File: src/rtl/timer_device.sv
// Programmable interval timer: CTRL/PRESET/COUNT registers, one-shot or
// auto-reload countdown, masked interrupt request.
module timer_device #(
  parameter int unsigned CNT_WIDTH = 32
) (
  input  logic        clk,
  input  logic        reset,
  input  logic [1:0]  Addr,
  input  logic        We,
  input  logic [31:0] DIn,
  output logic [31:0] DOut,
  output logic        IRQ
);

  localparam int unsigned CTRL_WIDTH = 4;
  localparam int unsigned EN_BIT     = 0;
  localparam int unsigned IM_BIT     = 3;

  localparam logic [1:0] ADDR_CTRL   = 2'd0;
  localparam logic [1:0] ADDR_PRESET = 2'd1;
  localparam logic [1:0] ADDR_COUNT  = 2'd2;

  localparam logic [1:0] MODE_RELOAD = 2'b01;

  typedef enum logic [1:0] {
    ST_IDLE,
    ST_LOAD,
    ST_CNT,
    ST_INT
  } state_e;

  state_e                state_q,    state_d;
  logic [CTRL_WIDTH-1:0] ctrl_q,     ctrl_d;
  logic [CNT_WIDTH-1:0]  preset_q,   preset_d;
  logic [CNT_WIDTH-1:0]  count_q,    count_d;
  logic                  irq_flag_q, irq_flag_d;
  logic                  irq_q,      irq_d;

  // Next-state: timer sequencing first, then CPU writes override CTRL/PRESET.
  always_comb begin
    state_d    = state_q;
    ctrl_d     = ctrl_q;
    preset_d   = preset_q;
    count_d    = count_q;
    irq_flag_d = irq_flag_q;

    unique case (state_q)
      ST_IDLE: begin
        if (ctrl_q[EN_BIT]) state_d = ST_LOAD;
      end
      ST_LOAD: begin
        count_d = preset_q;
        state_d = ST_CNT;
      end
      ST_CNT: begin
        if (!ctrl_q[EN_BIT]) begin
          state_d = ST_IDLE;
        end else if (count_q == '0) begin
          irq_flag_d = 1'b1;
          state_d    = ST_INT;
        end else begin
          count_d = count_q - CNT_WIDTH'(1);
        end
      end
      ST_INT: begin
        if (ctrl_q[2:1] == MODE_RELOAD) begin
          irq_flag_d = 1'b0;
          state_d    = ST_LOAD;
        end else begin
          ctrl_d[EN_BIT] = 1'b0;
          state_d        = ST_IDLE;
        end
      end
      default: state_d = ST_IDLE;
    endcase

    // A CTRL write replaces whatever the sequencer did to CTRL and drops the flag.
    if (We) begin
      if (Addr == ADDR_CTRL) begin
        ctrl_d     = DIn[CTRL_WIDTH-1:0];
        irq_flag_d = 1'b0;
      end else if (Addr == ADDR_PRESET) begin
        preset_d = DIn[CNT_WIDTH-1:0];
      end
    end

    irq_d = irq_flag_d & ctrl_d[IM_BIT];
  end

  // State and register bank, asynchronously cleared.
  always_ff @(posedge clk or negedge reset) begin
    if (!reset) begin
      state_q    <= ST_IDLE;
      ctrl_q     <= '0;
      preset_q   <= '0;
      count_q    <= '0;
      irq_flag_q <= 1'b0;
      irq_q      <= 1'b0;
    end else begin
      state_q    <= state_d;
      ctrl_q     <= ctrl_d;
      preset_q   <= preset_d;
      count_q    <= count_d;
      irq_flag_q <= irq_flag_d;
      irq_q      <= irq_d;
    end
  end

  // Zero-latency register read mux.
  always_comb begin
    DOut = 32'd0;
    unique case (Addr)
      ADDR_CTRL:   DOut = 32'(ctrl_q);
      ADDR_PRESET: DOut = 32'(preset_q);
      ADDR_COUNT:  DOut = 32'(count_q);
      default:     DOut = 32'd0;
    endcase
  end

  assign IRQ = irq_q;

endmodule

File: config.mk
export PLATFORM = sky130hd
export DESIGN_NAME = timer_device
export DESIGN_NICKNAME = d
export VERILOG_FILES = /design/src/rtl/timer_device.sv
export SDC_FILE = /design/constraint.sdc
export NUM_CORES = 1
export LEC_CHECK = 0
export CAP_MARGIN = 25
export CORE_MARGIN = 3
export CORE_UTILIZATION = 50
export DETAILED_ROUTE_END_ITERATION = 8
export PLACE_DENSITY = 0.83
export SKIP_CTS_REPAIR_TIMING = 1
export SLEW_MARGIN = 15
export SYNTH_ARGS = -nofsm -noshare
export SYNTH_HDL_FRONTEND = slang
export SYNTH_SLANG_ARGS = --single-unit
File: constraint.sdc
create_clock -name clk -period 5 [get_ports clk]
set_input_delay 1.25 -clock clk [delete_from_list [all_inputs] [get_ports clk]]
set_output_delay 1.25 -clock clk [all_outputs]
set_load 0.1 [all_outputs]
==> impl_metrics.env <==
export IMPL_crit_type="in2out"
export IMPL_crit_path_start_kind="input pin"
export IMPL_syn_inst=413
export IMPL_hold_path_class="reg2reg"
export IMPL_drc_errors=0
export IMPL_area_growth_pct=31.01
export IMPL_dp_final_hpwl_mm=8.009
export IMPL_grt_pass1_vias=3783
export IMPL_fin_cells=577
export IMPL_multiInputGateArea_mm2=0.002201
export IMPL_core_area_mm2=0.007928
export IMPL_period_needed_ns=4.106
export IMPL_rsz0062_at_grt="no"
export IMPL_die_h_um=97.40
export IMPL_timing_slew_headroom_pct=32.89
export IMPL_cts_max_path_buffers=2
export IMPL_powerDensity_mw_per_mm2=576.2
export IMPL_wl_per_cell_um=19.92
export IMPL_clock_skew_ns=0.005845
export IMPL_finalSetupViolations=0
export IMPL_num_rows=32
export IMPL_seq_area_mm2=0.001802
export IMPL_numCtsBuffers=9
export IMPL_cts_root_buffer="clkbuf_8"
export IMPL_drv_cap=0
export IMPL_fill_cells=611
export IMPL_grt_pass1_wl_mm=19.15
export IMPL_vias=3701
export IMPL_nets=509
export IMPL_grt_ovfl_total=0
export IMPL_syn_num_nets=452
export IMPL_mappedNetlistArea_mm2=0.004177
export IMPL_drt_iter0_drc=280
export IMPL_utilization_pct=69.02
export IMPL_ant_nets=0
export IMPL_dpl_cell_count=561
export IMPL_yosys_area_top_type="dfrtp_1"
export IMPL_cts_tree="yes"
export IMPL_drt_first_pass_iters=4
export IMPL_power_leakage_nw=2.182
export IMPL_finalMaxSlewViolations=0
export IMPL_placed_cell_area_mm2=0.005254
export IMPL_yosys_warnings=0
export IMPL_setup_slack_ns=0.8936
export IMPL_yosysUniqueCellTypes=52
export IMPL_die_area_mm2=0.009486
export IMPL_fp_dieW_um=97.40
export IMPL_hold_viol_final=0
export IMPL_final_cell_mix="72 x dfrtp_1, 36 x a22o_1, 36 x clkdlybuf4s50_1"
export IMPL_ys_seq_area_share_pct=43.14
export IMPL_htree_levels=3
export IMPL_critPathCaptureType="output pin"
export IMPL_cts_sinks=72
export IMPL_layout_commonest_cell="dfrtp_1"
export IMPL_path_clk_slew_ns=0.07
export IMPL_io_buffers=69
export IMPL_vdd_ir_drop_max_mv=0.3521
export IMPL_synth_ff_type="dfrtp_1"
export IMPL_fin_setup_tns_ns=0
export IMPL_grt_max_degree=37
export IMPL_synth_seq_cells=72
export IMPL_synth_edff_count=0
export IMPL_total_power_mw=3.153
export IMPL_clk_latency_ns=0.35
export IMPL_post_route_cell_area_mm2=0.005472
export IMPL_outcome="completed"
export IMPL_cp_required_ns=3.75
export IMPL_gp_congestion=0.9521
export IMPL_worstPathArrival_ns=2.86
export IMPL_viasPerCell=6.414
export IMPL_antenna_found_initial=0
export IMPL_clock_fmax_mhz=243.5
export IMPL_drive_gt1_share_pct=23.16
export IMPL_worstMarginPinSlew_ns=1.006
export IMPL_place_ws_ns=0.9139
export IMPL_wl_mm=11.50
export IMPL_crit_fanout=17
export IMPL_track_usage_pct=24.70
export IMPL_synth_async_sr_flop_share_pct=100.0
export IMPL_synthTopCellsByArea="dfrtp_1 43%, mux2_2 9.4%, a22o_1 7.5%, nor3_1 2.4%, nor2_1 2.3%"
export IMPL_pin_count=70
export IMPL_antennaDiodeCount=0
export IMPL_initial_core_util_pct=52.68
export IMPL_fin_crit_sh_pct=82.13
export IMPL_syn_avg_cell_area_um2=10.11
export IMPL_synth_top_area_share_pct=43.14
export IMPL_fin_hold_ws_ns=0.5366
-- worst max-delay path, stage by stage --
cell and delay [ns]:
clkdlybuf4s50_1 0.70, nor2b_2 0.24, buf_4 0.24, a22o_1 0.23, buf_12 0.19
-- final cells by class --
cell class / count / area share, %
repair buffers: 80 / 20.12
clock buffers: 14 / 3.339
inverters: 6 / 0.4116
well taps: 102 / 2.332
flip-flops and latches: 72 / 32.93
clock inverters: 2 / 0.6403
multi-input cells: 301 / 40.22
-- where the power goes --
part	total (mW)	switching [mW]	internal [mW]
sequential	1.05	0.281	0.774
combinational	1.60	0.948	0.649
clock	0.502	0.217	0.285
-- kinds of logic (layout without fill, tap and decap cells) --
kind of cell / count (synthesis) / in the layout / share of synthesized area (%)
AOI/OAI and AO/OA: 138 / 138 / 25.25
adders and majority gates: 2 / 2 / 0.5991
buffers and inverters: 40 / 102 / 4.344
DFF: 72 / 72 / 43.14
muxes: 40 / 40 / 10.64
and+or+nand+nor: 121 / 121 / 16.03
-- path summary, 6_finish.rpt --
path | start | endpoint | slack [ns] | cells after the start
max | Addr[0] | DOut[10] | 0.89 | 5
min | irq_flag_q$_DFF_PN0_ | irq_flag_q$_DFF_PN0_ | 0.54 | 2
max reg2reg | count_q[22]$_DFFE_PN0P_ | count_q[19]$_DFFE_PN0P_ | 1.96 | 5
min reg2reg | irq_flag_q$_DFF_PN0_ | irq_flag_q$_DFF_PN0_ | 0.54 | 2
max in group asynchronous | reset | preset_q[4]$_DFFE_PN0P_ | 3.33 | 2
min in group asynchronous | reset | preset_q[23]$_DFFE_PN0P_ | 0.89 | 1
-- cell usage after synthesis, types with 10 or more instances --
master     count
o22a_1        11
a22o_1        36
o2bb2ai_1     11
nand2_1       24
a22oi_1       10
nor2_1        26
o21ai_0       11
nor3_1        20
dfrtp_1       72
o22ai_1       15
a21oi_1       14
clkbuf_1      24
mux2_2        35
-- state kept, by name (all words and copies together), names as in the netlist --
name	flops
count_q	32
ctrl_q	4
IRQ	1
state_q	2
preset_q	32
irq_flag_q	1
-- routing by layer --
| layer | share of wire [%] | routed length, µm | track usage (%) |
|---|---|---|---|
| met1 | 42 | 4809 | 31.05 |
| met2 | 52 | 5939 | 42.54 |
| met3 | 5.0 | 572 | 5.169 |
| met4 | 1.5 | 175 | 7.774 |
| met5 | 0 | 0 | 0 |
Power figures use the tool's default switching activity.
